File: src/rtl/dma_sample_unpacker.sv
// DMA word prefetch FIFO that unpacks 64-bit words into 16-bit PCM samples.
// Optional DMA_UNPACK_STATS_EN adds saturating underrun/overflow event counters.
module dma_sample_unpacker #(
   parameter int DEPTH     = 4,
   parameter int MAX_OUTST = 2
) (
   input  logic        clk,
   input  logic        rst,
   input  logic        enable,
   input  logic [63:0] data,
   input  logic        data_ready,
   output logic        request,
   input  logic        sample_tick,
   output logic [15:0] sample,
   output logic        sample_valid,
   output logic        underrun,
`ifdef DMA_UNPACK_STATS_EN
   output logic        overflow,
   output logic [15:0] underrun_cnt,
   output logic [15:0] overflow_cnt
`else
   output logic        overflow
`endif
);

   localparam int AW = $clog2(DEPTH);
   localparam int CW = AW + 1;
   localparam logic [CW-1:0] DEPTH_C = CW'(DEPTH);
   localparam logic [CW-1:0] MAXO_C  = CW'(MAX_OUTST);

   logic [63:0]   mem_q [DEPTH];
   logic [AW-1:0] rd_ptr_q, rd_ptr_d;
   logic [AW-1:0] wr_ptr_q, wr_ptr_d;
   logic [CW-1:0] count_q, count_d;
   logic [CW-1:0] outst_q, outst_d;
   logic [1:0]    half_q, half_d;
   logic          request_q, request_d;
   logic [15:0]   sample_q, sample_d;
   logic          valid_q, valid_d;
   logic          underrun_q, underrun_d;
   logic          overflow_q, overflow_d;

   logic          empty, full;
   logic          tick_ok, tick_empty;
   logic          push, pop, drop;
   logic [63:0]   head;
   logic [15:0]   half_sel;
   logic [CW:0]   inflight;

   always_comb begin
      empty      = (count_q == '0);
      full       = (count_q == DEPTH_C);
      tick_ok    = sample_tick && !empty;
      tick_empty = sample_tick && empty;
      pop        = tick_ok && (half_q == 2'd3);
      // a pop in the same cycle frees the slot for the incoming word
      push       = data_ready && (!full || pop);
      drop       = data_ready && full && !pop;
      head       = mem_q[rd_ptr_q];
      inflight   = {1'b0, count_q} + {1'b0, outst_q};
   end

   always_comb begin
      half_sel = head[63:48];
      unique case (half_q)
         2'd0: half_sel = head[63:48];
         2'd1: half_sel = head[47:32];
         2'd2: half_sel = head[31:16];
         2'd3: half_sel = head[15:0];
      endcase
   end

   always_comb begin
      rd_ptr_d = rd_ptr_q;
      wr_ptr_d = wr_ptr_q;
      count_d  = count_q;
      half_d   = half_q;
      if (push) begin
         wr_ptr_d = wr_ptr_q + 1'b1;
      end
      if (pop) begin
         rd_ptr_d = rd_ptr_q + 1'b1;
      end
      if (push && !pop) begin
         count_d = count_q + 1'b1;
      end else if (pop && !push) begin
         count_d = count_q - 1'b1;
      end
      if (tick_ok) begin
         half_d = half_q + 2'd1;
      end
   end

   always_comb begin
      outst_d = outst_q;
      // late words after reset must not drive outst below zero
      if (request_q && !data_ready) begin
         outst_d = outst_q + 1'b1;
      end else if (data_ready && !request_q && outst_q != '0) begin
         outst_d = outst_q - 1'b1;
      end
      request_d = enable
               && (inflight < {1'b0, DEPTH_C})
               && (outst_q < MAXO_C)
               && !request_q;
   end

   always_comb begin
      sample_d   = sample_q;
      valid_d    = sample_tick;
      underrun_d = underrun_q;
      overflow_d = overflow_q || drop;
      if (tick_ok) begin
         sample_d = half_sel;
      end else if (tick_empty) begin
         sample_d   = 16'h0000;
         underrun_d = 1'b1;
      end
   end

   always_ff @(posedge clk) begin
      if (push) begin
         mem_q[wr_ptr_q] <= data;
      end
   end

   always_ff @(posedge clk) begin
      if (rst) begin
         rd_ptr_q   <= '0;
         wr_ptr_q   <= '0;
         count_q    <= '0;
         outst_q    <= '0;
         half_q     <= '0;
         request_q  <= 1'b0;
         sample_q   <= '0;
         valid_q    <= 1'b0;
         underrun_q <= 1'b0;
         overflow_q <= 1'b0;
      end else begin
         rd_ptr_q   <= rd_ptr_d;
         wr_ptr_q   <= wr_ptr_d;
         count_q    <= count_d;
         outst_q    <= outst_d;
         half_q     <= half_d;
         request_q  <= request_d;
         sample_q   <= sample_d;
         valid_q    <= valid_d;
         underrun_q <= underrun_d;
         overflow_q <= overflow_d;
      end
   end

   assign request      = request_q;
   assign sample       = sample_q;
   assign sample_valid = valid_q;
   assign underrun     = underrun_q;
   assign overflow     = overflow_q;

`ifdef DMA_UNPACK_STATS_EN
   logic [15:0] ucnt_q, ucnt_d;
   logic [15:0] ocnt_q, ocnt_d;

   always_comb begin
      ucnt_d = ucnt_q;
      ocnt_d = ocnt_q;
      if (tick_empty && ucnt_q != 16'hFFFF) begin
         ucnt_d = ucnt_q + 16'd1;
      end
      if (drop && ocnt_q != 16'hFFFF) begin
         ocnt_d = ocnt_q + 16'd1;
      end
   end

   always_ff @(posedge clk) begin
      if (rst) begin
         ucnt_q <= '0;
         ocnt_q <= '0;
      end else begin
         ucnt_q <= ucnt_d;
         ocnt_q <= ocnt_d;
      end
   end

   assign underrun_cnt = ucnt_q;
   assign overflow_cnt = ocnt_q;
`endif

endmodule

File: config.mk
export PLATFORM = sky130hd
export DESIGN_NAME = dma_sample_unpacker
export DESIGN_NICKNAME = d
export VERILOG_FILES = /design/src/rtl/dma_sample_unpacker.sv
export SDC_FILE = /design/constraint.sdc
export NUM_CORES = 1
export LEC_CHECK = 0
export ABC_AREA = 0
export BUFFER_PORTS_ARGS = -buffer_cell sky130_fd_sc_hd__buf_2
export CAP_MARGIN = 40
export CORE_ASPECT_RATIO = 1.75
export CORE_MARGIN = 5
export CORE_UTILIZATION = 45
export DETAILED_ROUTE_END_ITERATION = 10
export PLACE_DENSITY_LB_ADDON = 0.1
export SLEW_MARGIN = 15
export SYNTH_ARGS = -nofsm -noshare
export SYNTH_HDL_FRONTEND = slang
export SYNTH_SLANG_ARGS = --single-unit
File: constraint.sdc
create_clock -name clk -period 2.7 [get_ports clk]
set_clock_uncertainty 0.05 [all_clocks]
set_input_delay 0.27 -clock clk [delete_from_list [all_inputs] [get_ports clk]]
set_output_delay 0.27 -clock clk [all_outputs]
set_load 0.02 [all_outputs]
Word-level counts from Yosys, hierarchy flattened
Memory sizes are Yosys's and may differ from the RTL's. A register that Yosys moved wholly into a read port is not among the register bits.
Index checks and enable logic that the tools add are counted.
{"block": "op_classes", "addsub": 8, "n_eq_ne": 4, "muxes": 11, "magnitude_cmp": 2, "reduce_logical": 29, "bitwise_logic": 1}
{"op": "$pmux W16 S4", "count": 1}
{"op": "$mux W16", "count": 2}
{"op": "$logic_and A1 B1 Y1", "count": 14}
{"op": "$mux W3", "count": 4}
{"op": "$add A2 B1 Y2 const B", "count": 3}
{"op": "$add A3 B1 Y3 const B", "count": 2}
{"op": "$logic_not A1 Y1", "count": 6}
{"op": "$reduce_bool A2 Y1", "count": 3}
{"op": "$sub A3 B1 Y3 const B", "count": 2}
{"op": "$add A3 B3 Y4", "count": 1}
{"op": "$eq A2 B2 Y1 const B", "count": 2}
{"op": "$lt A4 B3 Y1 const B", "count": 1}
{"op": "$mux W2", "count": 2}
{"op": "$eq A3 B3 Y1 const B", "count": 1}
{"op": "$logic_not A3 Y1", "count": 1}
{"op": "$lt A3 B2 Y1 const B", "count": 1}
{"op": "$reduce_bool A3 Y1", "count": 1}
{"op": "$eq A2 B1 Y1 const B", "count": 1}
{"op": "$logic_not A2 Y1", "count": 1}
{"op": "$logic_or A1 B1 Y1", "count": 2}
{"op": "$mux W1", "count": 2}
{"op": "$reduce_and A2 Y1", "count": 1}
{"op": "$not A1 Y1", "count": 1}
{"block": "totals", "input_bits": 69, "ramBits": 256, "elab_cells": 66, "register_bits": 32, "out_inout_bits": 20, "memories": 1}
{"memory": "mem_q", "depth": 4, "width": 64, "rd": 1, "rd_clocked_by_memory_dff": 1, "write_ports": 1, "line_no": "31", "rtl": "logic [63:0] mem_q [DEPTH];"}

Longest topological paths before layout
Gate-level depths: netlist of the first run.
{"block": "logic_depth", "word_depth": 10, "ltp_mapped": 9, "depth_no_buf": 9}

Worst setup path after synthesis of the first run
No wires, ideal clock.
{"block": "synth_timing", "path_kind": "register to register", "startpoint": "register half_q[1]", "endpoint": "memory mem_q[1][0] (enable)", "stages_incl_launch_ff": 5, "arrival_time_ns": 2.533, "setup_ns": 0.429, "n_path_buf": 0, "period_less_slack_ns": 3.012, "setup_slack_ns": -0.312, "required_time_ns": 2.221, "path_cell_list": "dfxtp_1 -> ha_1 -> nand2_1 -> a31oi_2 -> and2_1"}
{"block": "synth_via", "elab_chain_cells": 6}
{"element": "from (decl)", "line_no": "36", "rtl": "logic [1:0] half_q, half_d;"}
{"element": "from (signal assigned)", "line_no": "144", "rtl": "half_q <= half_d;"}
{"element": "$eq A2 B2 Y1", "line_no": "55", "rtl": "pop = tick_ok && (half_q == 2'd3);"}
{"element": "$logic_and A1 B1 Y1", "line_no": "55"}
{"element": "$logic_or A1 B1 Y1", "line_no": "57", "rtl": "push = data_ready && (!full || pop);"}
{"element": "$logic_and A1 B1 Y1", "line_no": "57"}
{"element": "named net push", "line_no": "45", "rtl": "logic push, pop, drop;"}
{"element": "$mux W1", "line_no": "122", "rtl": "if (push) begin"}
{"element": "$mux W1 (implied by the code)", "line_no": "123", "rtl": "mem_q[wr_ptr_q] <= data;"}
{"element": "to (decl)", "line_no": "31"}
The timed path passes the listed nets, and every way through them passes these cells.

Worst setup path in the final report of the first run
{"block": "layout_timing", "startpoint": "register half_q[1]", "endpoint": "register count_q[2]"}
{"block": "layout_via", "elab_chain_cells": 7, "elab_cells_between_ends": 10, "classes_between": "1 x eq/ne; 1 x mux; 8 x reduce/logical"}
{"element": "$eq A2 B2 Y1 *", "line_no": "55"}
{"element": "$logic_and A1 B1 Y1 *", "line_no": "55"}
{"element": "$logic_or A1 B1 Y1 *", "line_no": "57"}
{"element": "$logic_and A1 B1 Y1 *", "line_no": "57"}
{"element": "named net push", "line_no": "45"}
{"element": "$logic_not A1 Y1", "line_no": "86", "rtl": "end else if (pop && !push) begin"}
{"element": "$logic_and A1 B1 Y1", "line_no": "86"}
{"element": "$reduce_bool A2 Y1 (no line)"}
{"element": "to (signal assigned)", "line_no": "142", "rtl": "count_q <= count_d;"}
{"element": "to (decl)", "line_no": "34", "rtl": "logic [CW-1:0] count_q, count_d;"}
The timed path passes the listed nets; every way through them passes the cells marked *.
A chain may end at the register's enable or synchronous reset.

==> results by group, run 1 <==
Run status
  • Status: complete, no violations

STA
  • Unrepaired setup endpoints after global routing: false
  • Final setup vio count: 0
  • Final Max Slew Viols: 0
  • Setup TNS: 0 ps
  • Fin crit share: 88.5%
  • Final hold violation count: 0
  • Max_slew headroom: 51.6%
  • Min Clock Period, post-route: ~2400 ps
  • FMAX: ~420 MHz
  • Worst slew pin tran: 727 ps

Flow run
  • Max Cap Viol: 0

Critical path
  • Reg2reg end: count_q[2]$_SDFFE_PP0P_
  • Arr. time, crit path: ~2800 ps
  • Critical path's slowest cell: dfxtp_1
  • CP endpoint kind: flip-flop
  • Startpoint type of the worst setup path: flip-flop
  • Worst path cell trace: ha_1 > nand2_1 > a31oi_2 > ha_1 > inv_1 > fa_1 > xor2_1 > or3_1 > a21oi_1
  • Critical Path Max Stage Delay: 390 ps
  • Reg2Reg Depth: 9
  • Crit path launch: half_q[1]$_SDFFE_PP0N_
  • CP Depth: 9
  • CP Class: reg2reg
  • Cell mode on critical path: ha_1
  • Reg-to-reg slack, setup: 310 ps
  • CP endpoint: count_q[2]$_SDFFE_PP0P_
  • Critical path buffer and inverter count: 1
  • Crit-path max FO: 5
  • Critical Path RT: 3100 ps
  • Crit path max-delay family: adder cells
  • FF-to-FF Start: half_q[1]$_SDFFE_PP0N_

Synthesis
  • Ys Warns: 0
  • Synthesized area: ~11000 um2
  • Yosys cell types: 41
  • Synthesized net count: 774
  • Syn avg cell area: 16.4 um2
  • Post-Synthesis Cells: 692
  • Synth Register Bits: 290
  • EDFF count, synth: between 200 and 300
  • Seq/Total Area, Yosys: between 70% and 80%
  • Post-synth ARST share: 0%
  • Post-synth top flop: edfxtp_1

Cells and area
  • Synth-to-Final Area Change: 21.4%
  • Most frequent cells in the layout: edfxtp_1, mux2i_1, buf_2, dlygate4sd3_1, nor2_1
  • Final nets: 947
  • Design area: 13800 um2
  • ANT cells: 0
  • Fin util: 55.0%
  • Commonest non-fill, non-tap cell in the layout: edfxtp_1
  • Share of cells above drive strength 1: 19.4%

Pwr
  • Sw power: ~0.0026 W
  • P per Cell Area: 778 nW/um2
  • Sequential power share: 51.4%
  • Comb pwr share: between 10% and 20%
  • Pint: 0.00810 W
  • Pleak: between 4 and 5 nW
  • Worst IR Drop VDD: 0.000535 V
  • Net Sw Frac: between 20% and 30%
  • Clock Power Share: 35.6%

Clock network
  • Clock Sinks: 290
  • Clock slew seen by the registers of the worst setup and hold paths: ~60 ps
  • Skew-Pair Late Insertion Delay: 530 ps
  • Postcts setup bufs: 0
  • CTS tree: yes
  • Hold buffers post-CTS: 64
  • H-tree lvl count: 1
  • CTS Buffer Depth: 3
  • Clk root buf: clkbuf_16
  • Clock buffer count from CTS: 26
  • Quantity of gates resized following cts: 0

Detailed routing
  • Number of remaining DRC errors: 0
  • Via count: 6540
  • Iter 0 DRT Violations: 457
  • DRT Pass-1 Iters: 5
  • Routed WL: 27200 um
  • Routed vias/inst: 5.45
  • Post-DRT Antenna Nets: 0
  • Post-DR wirelength/cell: ~23 um

Placement
  • GP Congestion: 0.823
  • HPWL Detailed: about 18000 um
  • Post-Place Cell Area: 12200 um2
  • Input/output buffers: 88

Die
  • CORE AREA: 25000 um2
  • DIE HEIGHT: 220 um
  • Die X-Extent: between 100 and 150 um
  • Starting Density: 45.3%
  • Die area: 28600 um2
  • IO Pins: 89
  • Placement row count: 77

GRT
  • GR Overflow Total: 0
  • Vias in the first global route: 6933
  • GR Util All Layers: 19.3%
  • Largest net degree at the start of global routing: 65
  • First-pass GRT wire length: approximately 41000 um
  • Antenna violations before repair: 0

Min path
  • Tightest Hold Check Type: in2reg
worst reg2reg max path, delay by kind of cell (launching register included):
family / cells / cell delay (ps)
adder cells (fa/ha/maj): 3 / 880
flip-flops: 1 / 390
XOR/XNOR: 1 / 160
AND/OR/NAND/NOR: 2 / 430
buffers and inverters: 1 / 60
AO/OA/AOI/OAI: 2 / 370
registers in the layout (all words and copies together), names as in the netlist, named ones only:
register and count:
mem_q 256, half_q 2, sample 16, overflow 1, underrun 1, sample_valid 1, wr_ptr_q 2, count_q 3
outst_q 3, rd_ptr_q 2, request 1
power groups by stage:
stage          clock network, W  logic (W)  registers, W
5_1_grt                 0.00410    0.00152       0.00554
2_1_floorplan                 0   0.000736       0.00561
3_5_place_dp                  0    0.00134       0.00560
4_1_cts                 0.00391    0.00142       0.00551
3_3_place_gp                  0    0.00130       0.00559
6_report                0.00382    0.00139       0.00551
layer usage:
metal / vias to the layer above / wire (um) / global-route usage, %
li1: 3055 / - / -
met1: 3280 / 10300 / 22.5
met2: 157 / 14800 / 35.2
met3: 48 / 923 / 2.11
met4: 0 / 1160 / 8.67
met5: - / 0 / 0
cells in the mapped netlist (3+ instances only):
master,n,area (um2)
buf_2,14,70.1
a211oi_1,16,120
edfxtp_1,256,7690
nor2_1,49,184
o22ai_1,32,200
xor2_1,5,43.8
buf_4,6,45.0
nand2b_1,3,18.8
a21oi_1,21,105
nor3_1,4,20.0
nor2b_1,3,18.8
and2_1,6,37.5
a22oi_1,31,233
clkbuf_2,3,15.0
clkbuf_1,8,30.0
mux2i_1,115,1150
nand2_1,20,75.1
inv_1,8,30.0
buf_6,6,67.6
a2111oi_0,16,140
ha_1,11,138
nand3_1,3,15.0
dfxtp_1,34,681
per-stage QoR:
stage               setup slack [ps]  hold WS [ps]  std cells  power (W)
floorplan                        375           319        692    0.00635
finish                           310          66.0       1199     0.0107
global placement                 391           405       1088    0.00688
detailed placement               335           414       1089    0.00695
CTS                              315          40.7       1199     0.0108
global route                     146          65.0       1199     0.0112
cell families (layout without fill, tap and decap cells):
group	count (synthesis)	after routing	share of synthesized area (%)
DFF	290	290	73.8
AOI/OAI and AO/OA	126	126	7.78
muxes	115	115	10.2
and+or+nand+nor	94	94	3.72
buffers and inverters	47	238	2.44
adders and majority gates	13	13	1.57
xor gates and xnor gates	7	7	0.541
worst min-delay path by stage:
stage	startpoint	cells after the start	to	slack [ps]
floorplan	data[0]	0	mem_q[0][0]$_DFFE_PP_	320
global placement	underrun$_SDFFE_PP0P_	2	underrun$_SDFFE_PP0P_	400
detailed placement	underrun$_SDFFE_PP0P_	2	underrun$_SDFFE_PP0P_	410
CTS	sample_tick	3	half_q[1]$_SDFFE_PP0N_	40
global route	sample_tick	3	half_q[1]$_SDFFE_PP0N_	70
finish	sample_tick	3	underrun$_SDFFE_PP0P_	70
cell type report:
class                   instances  area [um2]
fillers                      2055       11300
flip-flops and latches        290        8370
multi-input cells             355        2700
repair buffers                184        1380
clock buffers                  36         729
well taps                     316         395
clock inverters                10         153
inverters                       8        30.0
(Power assumes the default switching activity.)
==> run 2, diff against run 1 <==
--- a/config.mk
+++ b/config.mk
@@ -11,6 +11,7 @@
 export CORE_ASPECT_RATIO = 1.75
 export CORE_MARGIN = 5
 export CORE_UTILIZATION = 45
+export CTS_BUF_LIST = sky130_fd_sc_hd__clkbuf_4
 export DETAILED_ROUTE_END_ITERATION = 10
 export PLACE_DENSITY_LB_ADDON = 0.1
 export SLEW_MARGIN = 15
==> results by group, run 2 (synthesized netlist as in run 1, its figures left out) <==
Detailed routing
  • Routed WL: 27800 um
  • Via count: roughly 6800
  • Number of remaining DRC errors: 0
  • Met1 WL: between 10000 and 15000 um
  • Post-DR wirelength/cell: 21.7 um
  • Post-DRT Antenna Nets: 0
  • Top metal layer carrying routed signals: met4
  • DRT Pass-1 Iters: 6
  • Routed wl met3: 1210 um
  • Metal2 WL: 15100 um
  • Routed vias/inst: ~5.3
  • Iter 0 DRT Violations: 428

Clock network
  • Quantity of gates resized following cts: 0
  • CTS Buffer Depth: 3
  • Clock slew seen by the registers of the worst setup and hold paths: 70 ps
  • CTS tree: yes
  • Clk root buf: clkbuf_4
  • H-tree lvl count: 3
  • Skew-Pair Late Insertion Delay: 660 ps
  • Clock buffer count from CTS: 69
  • Clock Sinks: slightly below 300

STA
  • FMAX: roughly 420 MHz
  • Final hold violation count: 0
  • Unrepaired setup endpoints after global routing: false
  • Min Clock Period, post-route: 2390 ps
  • Final Max Slew Viols: 0
  • Hold_ws: about 300 ps
  • Setup TNS: 0 ps
  • Final setup vio count: 0
  • Worst slew pin tran: 727 ps
  • Fin crit share: between 80% and 90%
  • Max_slew headroom: 51.5%

GRT
  • Antenna violations before repair: 1
  • Vias in the first global route: approximately 7400
  • GR Overflow Total: 0
  • Largest net degree at the start of global routing: 65
  • GR Util All Layers: 20.0%
  • First-pass GRT wire length: 42000 um

Pwr
  • P per Cell Area: roughly 750 nW/um2
  • Sw power: 0.00270 W
  • Clock Power Share: 33.3%
  • Pint: 0.00764 W
  • Comb pwr share: 13.5%
  • Worst IR Drop VDD: 0.000374 V
  • Pleak: between 4 and 5 nW
  • Net Sw Frac: around a quarter
  • Sequential power share: 53.2%

Die
  • CORE AREA: between 20000 and 30000 um2
  • IO Pins: between 80 and 90
  • Die area: 28600 um2
  • Starting Density: 45.3%
  • DIE HEIGHT: 220 um
  • Placement row count: 77
  • Die X-Extent: 130 um

Cells and area
  • Commonest non-fill, non-tap cell in the layout: edfxtp_1
  • Share of cells above drive strength 1: 25.3%
  • Most frequent cells in the layout: edfxtp_1, mux2i_1, clkbuf_4, buf_2, dlygate4sd3_1
  • Register area: 8370 um2
  • Fill count: 2111
  • Final nets: approximately 1000
  • Synth-to-Final Area Change: 21.7%
  • Max reg flops: about 260
  • Design area: about 14000 um2
  • Area of the multi-input gates: 2700 um2
  • Largest Register: mem_q
  • Fin util: ~55%
  • Non-Filler Instances: roughly 1300

Placement
  • HPWL Detailed: 17900 um
  • GP Congestion: 0.823
  • Placed cells: roughly 1100
  • Post-Place Cell Area: 12200 um2
  • Input/output buffers: a little under 90

Critical path
  • CP Class: reg2reg
  • Arr. time, crit path: around 2900 ps
  • CP endpoint kind: flip-flop
  • Startpoint type of the worst setup path: flip-flop
  • Critical Path RT: 3240 ps
  • Crit-path max FO: 5

Min path
  • Tightest Hold Check Type: in2reg

Run status
  • Status: complete, no violations

Flow run
  • Max Cap Viol: 0
## run 2: layout make-up
cell class / instances / share of cell area [%]
clock buffers: 107 / 5.82
well taps: 316 / 2.87
repair buffers: 189 / 10.4
multi-input cells: 355 / 19.6
clock inverters: 13 / 0.390
diodes: 1 / 0.0181
flip-flops and latches: 290 / 60.7
inverters: 8 / 0.218
## run 2: final timing paths
kind	startpoint	end	slack [ps]	cells after the start
min	data[6]	mem_q[0][6]$_DFFE_PP_	300	2
min reg2reg	underrun$_SDFFE_PP0P_	underrun$_SDFFE_PP0P_	430	2
max reg2reg	half_q[1]$_SDFFE_PP0N_	count_q[2]$_SDFFE_PP0P_	310	9
max	half_q[1]$_SDFFE_PP0N_	count_q[2]$_SDFFE_PP0P_	310	9
## run 2: power groups by stage
stage / sequential, W / combinational (W) / clock [W]
after floorplan: 0.00561 / 0.000736 / 0
after global placement: 0.00559 / 0.00130 / 0
after detailed placement: 0.00560 / 0.00134 / 0
after CTS: 0.00551 / 0.00143 / 0.00356
after global routing: 0.00554 / 0.00152 / 0.00380
final: 0.00550 / 0.00139 / 0.00344
## run 2: timing repair
action | 4_1_cts | 5_1_grt
endpoints found under the hold margin | 274 | 0
hold buffers | 69 | 0
buffers inserted | 0 | 0
setup endpoints to repair | 0 | 0
## run 2: worst max-delay path: stages (launching register included)
cell and delay, ps:
dfxtp_1 390, ha_1 310, nand2_1 130, a31oi_2 220
ha_1 210, inv_1 60, fa_1 370, xor2_1 150
or3_1 300, a21oi_1 150
## run 2: through the flow
stage	setup slack (ps)	total power (W)
3_5_place_dp	335	0.00695
3_3_place_gp	391	0.00688
5_1_grt	162	0.0109
2_1_floorplan	375	0.00635
6_report	306	0.0103
4_1_cts	316	0.0105
## run 2: routing by layer
metal,track usage (%),vias to the layer above
li1,-,3194
met1,21.0,3365
met2,36.7,211
met3,4.07,66
met4,10.5,0
met5,0,-
